`src/rtl/dro_bank_if.sv`:
```
// Strobe and status bundle for the dro_bank storage array.
// The master side drives the strobes; the slave side reports storage and violation status.
interface dro_bank_if #(
  parameter int CH    = 4,
  parameter int CNT_W = 8
);
  logic [CH-1:0]    set;
  logic [CH-1:0]    clr;
  logic             rd;
  logic [CH-1:0]    out;
  logic [CH-1:0]    store;
  logic [CH-1:0]    viol;
  logic [CNT_W-1:0] viol_cnt;

  modport master (output set, clr, rd, input out, store, viol, viol_cnt);
  modport slave  (input set, clr, rd, output out, store, viol, viol_cnt);
endinterface

```
`src/rtl/dro_bank.sv`:
```
// Multi-channel DRO storage cell with per-channel setup/hold window checking
// and a saturating violation counter.
module dro_bank #(
  parameter int CH        = 4,
  parameter int SETUP_CYC = 3,
  parameter int HOLD_CYC  = 2,
  parameter int CNT_W     = 8,
  parameter int NDRO      = 0
) (
  input logic        clk,
  input logic        reset_n,
  dro_bank_if.slave  bus
);

  localparam int SA_W = $clog2(SETUP_CYC + 1);
  localparam int RA_W = $clog2(HOLD_CYC + 2);
  localparam logic [SA_W-1:0] SA_MAX = SA_W'(SETUP_CYC);
  localparam logic [RA_W-1:0] RA_MAX = RA_W'(HOLD_CYC + 1);
  localparam logic [RA_W-1:0] RA_HOLD = RA_W'(HOLD_CYC);
  localparam logic [31:0] CNT_MAX = (32'd1 << CNT_W) - 32'd1;

  logic [CH-1:0]    store_p1, store_nxt;
  logic [CH-1:0]    out_p1, out_nxt;
  logic [CH-1:0]    viol_p1, viol_nxt;
  logic [CNT_W-1:0] cnt_p1, cnt_nxt;
  logic [SA_W-1:0]  set_age [CH];
  logic [SA_W-1:0]  set_age_nxt [CH];
  logic [RA_W-1:0]  rd_age, rd_age_nxt;

  function automatic logic [31:0] popcount(input logic [CH-1:0] v);
    logic [31:0] c;
    c = '0;
    for (int i = 0; i < CH; i++) c = c + 32'(v[i]);
    return c;
  endfunction

  function automatic logic [CNT_W-1:0] sat_add(input logic [CNT_W-1:0] a,
                                               input logic [31:0] b);
    logic [32:0] sum;
    sum = 33'(a) + 33'(b);
    if (sum > 33'(CNT_MAX)) return CNT_W'(CNT_MAX);
    return CNT_W'(sum);
  endfunction

  always_comb begin
    store_nxt = store_p1;
    viol_nxt  = '0;
    out_nxt   = bus.rd ? store_p1 : '0;
    for (int i = 0; i < CH; i++) begin
      set_age_nxt[i] = set_age[i];
      if (bus.clr[i])                    store_nxt[i] = 1'b0;
      else if (bus.set[i])               store_nxt[i] = 1'b1;
      else if (bus.rd && (NDRO == 0))    store_nxt[i] = 1'b0;

      // A same-cycle set counts as age 0; a same-cycle rd masks the hold check.
      if (bus.rd && (bus.set[i] || (set_age[i] < SA_MAX))) viol_nxt[i] = 1'b1;
      if (bus.set[i] && !bus.rd && (rd_age != '0) && (rd_age <= RA_HOLD))
        viol_nxt[i] = 1'b1;

      if (bus.set[i])                    set_age_nxt[i] = SA_W'(1);
      else if (set_age[i] != SA_MAX)     set_age_nxt[i] = set_age[i] + SA_W'(1);
    end
    rd_age_nxt = rd_age;
    if (bus.rd)                 rd_age_nxt = RA_W'(1);
    else if (rd_age != RA_MAX)  rd_age_nxt = rd_age + RA_W'(1);
    cnt_nxt = sat_add(cnt_p1, popcount(viol_nxt));
  end

  // Stage p1: registered store, readout, violation and counter state
  always_ff @(posedge clk) begin
    if (!reset_n) begin
      store_p1 <= '0;
      out_p1   <= '0;
      viol_p1  <= '0;
      cnt_p1   <= '0;
      rd_age   <= RA_MAX;
      for (int i = 0; i < CH; i++) set_age[i] <= SA_MAX;
    end else begin
      store_p1 <= store_nxt;
      out_p1   <= out_nxt;
      viol_p1  <= viol_nxt;
      cnt_p1   <= cnt_nxt;
      rd_age   <= rd_age_nxt;
      for (int i = 0; i < CH; i++) set_age[i] <= set_age_nxt[i];
    end
  end

  assign bus.out      = out_p1;
  assign bus.store    = store_p1;
  assign bus.viol     = viol_p1;
  assign bus.viol_cnt = cnt_p1;

endmodule

```
`src/flat_wrapper.sv`:
```
// flat-port wrapper written by rule: the top's interface ports become plain ports
module dro_bank_flat 
#(
  parameter int CH        = 4,
  parameter int SETUP_CYC = 3,
  parameter int HOLD_CYC  = 2,
  parameter int CNT_W     = 8,
  parameter int NDRO      = 0
)
  (clk, reset_n, bus_set, bus_clr, bus_rd, bus_out, bus_store, bus_viol, bus_viol_cnt);
  dro_bank_if #(.CH(CH), .CNT_W(CNT_W)) bus_i ();
  input logic clk;
  input logic reset_n;
  input wire logic [$bits(bus_i.set)-1:0] bus_set;
  input wire logic [$bits(bus_i.clr)-1:0] bus_clr;
  input wire logic [$bits(bus_i.rd)-1:0] bus_rd;
  output wire logic [$bits(bus_i.out)-1:0] bus_out;
  output wire logic [$bits(bus_i.store)-1:0] bus_store;
  output wire logic [$bits(bus_i.viol)-1:0] bus_viol;
  output wire logic [$bits(bus_i.viol_cnt)-1:0] bus_viol_cnt;
  assign bus_i.set = bus_set;
  assign bus_i.clr = bus_clr;
  assign bus_i.rd = bus_rd;
  assign bus_out = bus_i.out;
  assign bus_store = bus_i.store;
  assign bus_viol = bus_i.viol;
  assign bus_viol_cnt = bus_i.viol_cnt;
  dro_bank #(.CH(CH), .SETUP_CYC(SETUP_CYC), .HOLD_CYC(HOLD_CYC), .CNT_W(CNT_W), .NDRO(NDRO)) u_core (.clk(clk), .reset_n(reset_n), .bus(bus_i));
endmodule
```
`config.mk`:
```
export PLATFORM = sky130hd
export DESIGN_NAME = dro_bank_flat
export DESIGN_NICKNAME = d
export VERILOG_FILES = /design/src/rtl/dro_bank_if.sv /design/src/rtl/dro_bank.sv /design/src/flat_wrapper.sv
export SDC_FILE = /design/constraint.sdc
export NUM_CORES = 1
export LEC_CHECK = 0
export CELL_PAD_IN_SITES_DETAIL_PLACEMENT = 0
export CELL_PAD_IN_SITES_GLOBAL_PLACEMENT = 2
export CORE_MARGIN = 3
export CORE_UTILIZATION = 27
export DETAILED_ROUTE_END_ITERATION = 8
export GPL_TIMING_DRIVEN = 0
export PLACE_DENSITY = 0.84
export SYNTH_ARGS = -nofsm -noshare
export SYNTH_HDL_FRONTEND = slang
export SYNTH_SLANG_ARGS = --single-unit
export TNS_END_PERCENT = 30
```
`constraint.sdc`:
```
create_clock -name clk -period 3.2 [get_ports clk]
set_input_delay 0.64 -clock clk [delete_from_list [all_inputs] [get_ports clk]]
set_output_delay 0.64 -clock clk [all_outputs]
set_load 0.01 [all_outputs]
```
==> run_results.csv <==
group,metric,value,unit
run_status,outcome,"finished with violations",
run_status,failed_checks,"setup timing",
sta,hold_violations,0,
clock_network,clockBufferDepth,2,
floorplanning,die_w,75.4,µm
routing,antenna_left,0,
synth,avgSynthCellArea,10.1,µm²
hold_path,hold_path.class,"reg -> reg",
global_routing,grt_pass1_vias,1114,
pwr,p_per_area,590,mW/mm²
worst_setup_path,cp_max_fo,7,
worst_setup_path,crit_type,"in -> reg",
synth,synth.distinct_cells,30,
sta,drv_slew,0,
global_routing,overflow,0,
floorplanning,pin_count,31,
clock_network,tritoncts,"built",
synth,synth_top_family_by_area,"simple AND/OR/NAND/NOR gates",
clock_network,cts_buffers,5,
synth,synthArstFlopShare,0,%
place,gp_congestion,0.733,
layout,area_growth,44.0,%
synth,synth-compound-area-share,13.0,%
worst_setup_path,worstPathArrival,3.44,ns
layout,nFillCells,459,
sta,setup_viol,1,
sta,tightest_slew,0.516,ns
synth,synth_edf_count,0,
layout,finalInstanceArea,0.00187,mm²
layout,antenna_cells,0,
floorplanning,core,0.00450,mm²
global_routing,grt_max_degree,11,
floorplanning,start_util,28.8,%
synth,ys.flop_type,"dfxtp_1",
layout,final_cells,223,
synth,yosysWarnings,0,
synth,synth-seq-area-share,46.2,%
synth,synthAdderAreaFrac,13.7,%
worst_setup_path,cp-start-kind,"input pin",
layout,drive_gt1_share,20.5,%
sta,skew,0.00521,ns
routing,via_count,1073,
synth,synth_xor_area_share,5.39,%
layout,fin_nets,194,
place,hpwl,2190,µm
floorplanning,die_h,75.4,µm
clock_network,clk_latency,0.29,ns
worst_setup_path,cp.required,3.38,ns
routing,wl_per_cell,14.0,µm
synth,ys_ff_latch,30,
worst_setup_path,critPathCaptureType,"register",
clock_network,clk_transition_reported_paths,0.06,ns
routing,drt_iter0_drc,40,
clock_network,clockRootBuffer,"clkbuf_8",
sta,whs,0.494,ns
clock_network,cts-htree-levels,2,
global_routing,grt_pass1_wl,5240,µm
place,io_buffers,29,
floorplanning,die_area,0.00568,mm²
floorplanning,row_count,24,
global_routing,grt_usage,12.6,%
pwr,p_leak,0.789,nW
sta,layout_setup_ws,-0.0665,ns
sta,slew_headroom,65.6,%
pwr,power,1.10,mW
pwr,ir_drop,0.289,mV
place,placed_area,0.00167,mm²
synth,syn_nets,152,
routing,drc,0,
synth,synth_cells,128,
synth,syn_area,0.00130,mm²
clock_network,clock-sinks,30,
routing,viasPerCell,4.81,
sta,grt_setup_unrepaired,"true",
sta,fmax,306,MHz
global_routing,antenna_found_initial,0,
sta,period_share,102,%
routing,routed_wl,3130,µm
sta,period_minus_slack,3.27,ns
place,place_inst,209,
synth,synth_simple_gate_area_share,14.0,%
synth,yosys-mux-area-fraction,3.85,%
routing,dr.pass1.iters,4,
job,max-cap-violations,0,
==> cells by family (layout without fill, tap and decap cells) <==
logic type	after synthesis	after routing
DFF	30	30
and+or+nand+nor	33	33
AOI/OAI and AO/OA	26	26
xor gates and xnor gates	8	8
buffers and inverters	13	56
muxes	5	5
adders and majority gates	13	13
==> where the power goes <==
part | internal, mW | total (mW) | switching [mW]
registers | 0.413 | 0.442 | 0.0291
clock network | 0.173 | 0.320 | 0.147
logic | 0.187 | 0.341 | 0.154
==> metal layers <==
layer  GRT usage [%]  wire, µm  up-vias
li1                -         -      533
met1            14.5      1390      509
met2            20.5      1510       24
met3            4.22       168        7
met4            6.99        60        0
met5               0         0        -
==> registers in the layout, indices dropped and copies added, names as in the netlist <==
| name | flops |
|---|---|
| u_core.bus.out | 4 |
| u_core.bus.viol_cnt | 8 |
| u_core.bus.store | 4 |
| u_core.bus.viol | 4 |
| u_core.rd_age | 2 |
| u_core.set_age | 8 |
==> cells in the final DEF, fill, tap and decap left out, types with 2 or more instances in the layout <==
master	n
nand3_1	3
o21ai_2	2
dfxtp_4	2
clkbuf_1	3
or3_1	4
buf_4	6
inv_2	3
a21oi_1	4
ha_4	2
nor3_1	4
a31oi_1	2
xnor2_1	5
o21a_1	6
inv_1	5
and3_1	6
and2_1	2
nor2_1	7
clkbuf_8	6
nand2_2	2
dlygate4sd2_1	2
clkdlybuf4s50_1	26
ha_1	8
xor2_1	3
mux2i_1	5
o21ai_0	6
dfxtp_1	28
==> area by class of cell <==
type	count	area, µm²	share of cell area, %
Tap cell	52	65.1	3.48
Clock inverter	1	5.00	0.268
Multi-Input combinational cell	85	714	38.2
Timing Repair Buffer	35	334	17.9
Clock buffer	7	86.3	4.62
Sequential cell	30	608	32.5
Inverter	10	45.0	2.41
Buffer	3	12.5	0.669
==> repair_timing <==
| action | CTS | global route |
|---|---|---|
| hold endpoints to repair | 0 | 0 |
| pin swaps | 4 | 7 |
| endpoints found under the setup margin | 8 | 5 |
| resized for setup | 14 | 16 |
| hold buffers | 0 | 0 |
| buffers inserted | 3 | 3 |
==> synth_stat cells, types with 3 or more instances <==
library cell	count	area share (%)
nor2_1	7	2.0
ha_1	11	11
xnor2_1	5	3.4
mux2i_1	5	3.9
and3_1	6	2.9
a21oi_1	4	1.5
xor2_1	3	2.0
o21ai_0	8	3.1
or3_1	4	1.9
nand3_1	3	1.2
nand2_1	3	0.87
o21a_1	6	3.5
nor3_1	4	1.5
inv_1	9	2.6
dfxtp_1	30	46
==> stage by stage <==
stage	setup TNS (ns)	utilization [%]	setup slack (ns)
final	-0.0665	41.5	-0.0665
after global routing	-0.216	41.5	-0.207
after CTS	-0.0479	39.9	-0.0479
after detailed placement	-5.54	37.1	-0.944
after global placement	-5.53	37.1	-0.929
after floorplan	-0.0425	-	-0.0425
==> critical path: stages <==
cell	delay, ns
buf_6	0.11
o21bai_4	0.19
nand2_2	0.07
o21ai_2	0.06
ha_1	0.29
inv_2	0.04
fa_1	0.46
inv_1	0.07
ha_2	0.17
inv_2	0.04
fa_2	0.35
and2b_2	0.25
nor2_4	0.05
or4b_1	0.50
o211a_1	0.14
==> worst paths after layout <==
check / from / to / slack (ns) / cells after the start
worst max-delay path: bus_rd / u_core.bus.viol_cnt[6]$_SDFF_PN0_ / -0.07 / 15
worst min-delay path: u_core.bus.store[3]$_SDFFE_PP0P_ / u_core.bus.out[3]$_SDFF_PN0_ / 0.49 / 1
worst max register to register: u_core.rd_age[1]$_SDFFE_PN1P_ / u_core.bus.viol_cnt[6]$_SDFF_PN0_ / -0.06 / 15
worst min register to register: u_core.bus.store[3]$_SDFFE_PP0P_ / u_core.bus.out[3]$_SDFF_PN0_ / 0.49 / 1
(Power assumes the default switching activity.)
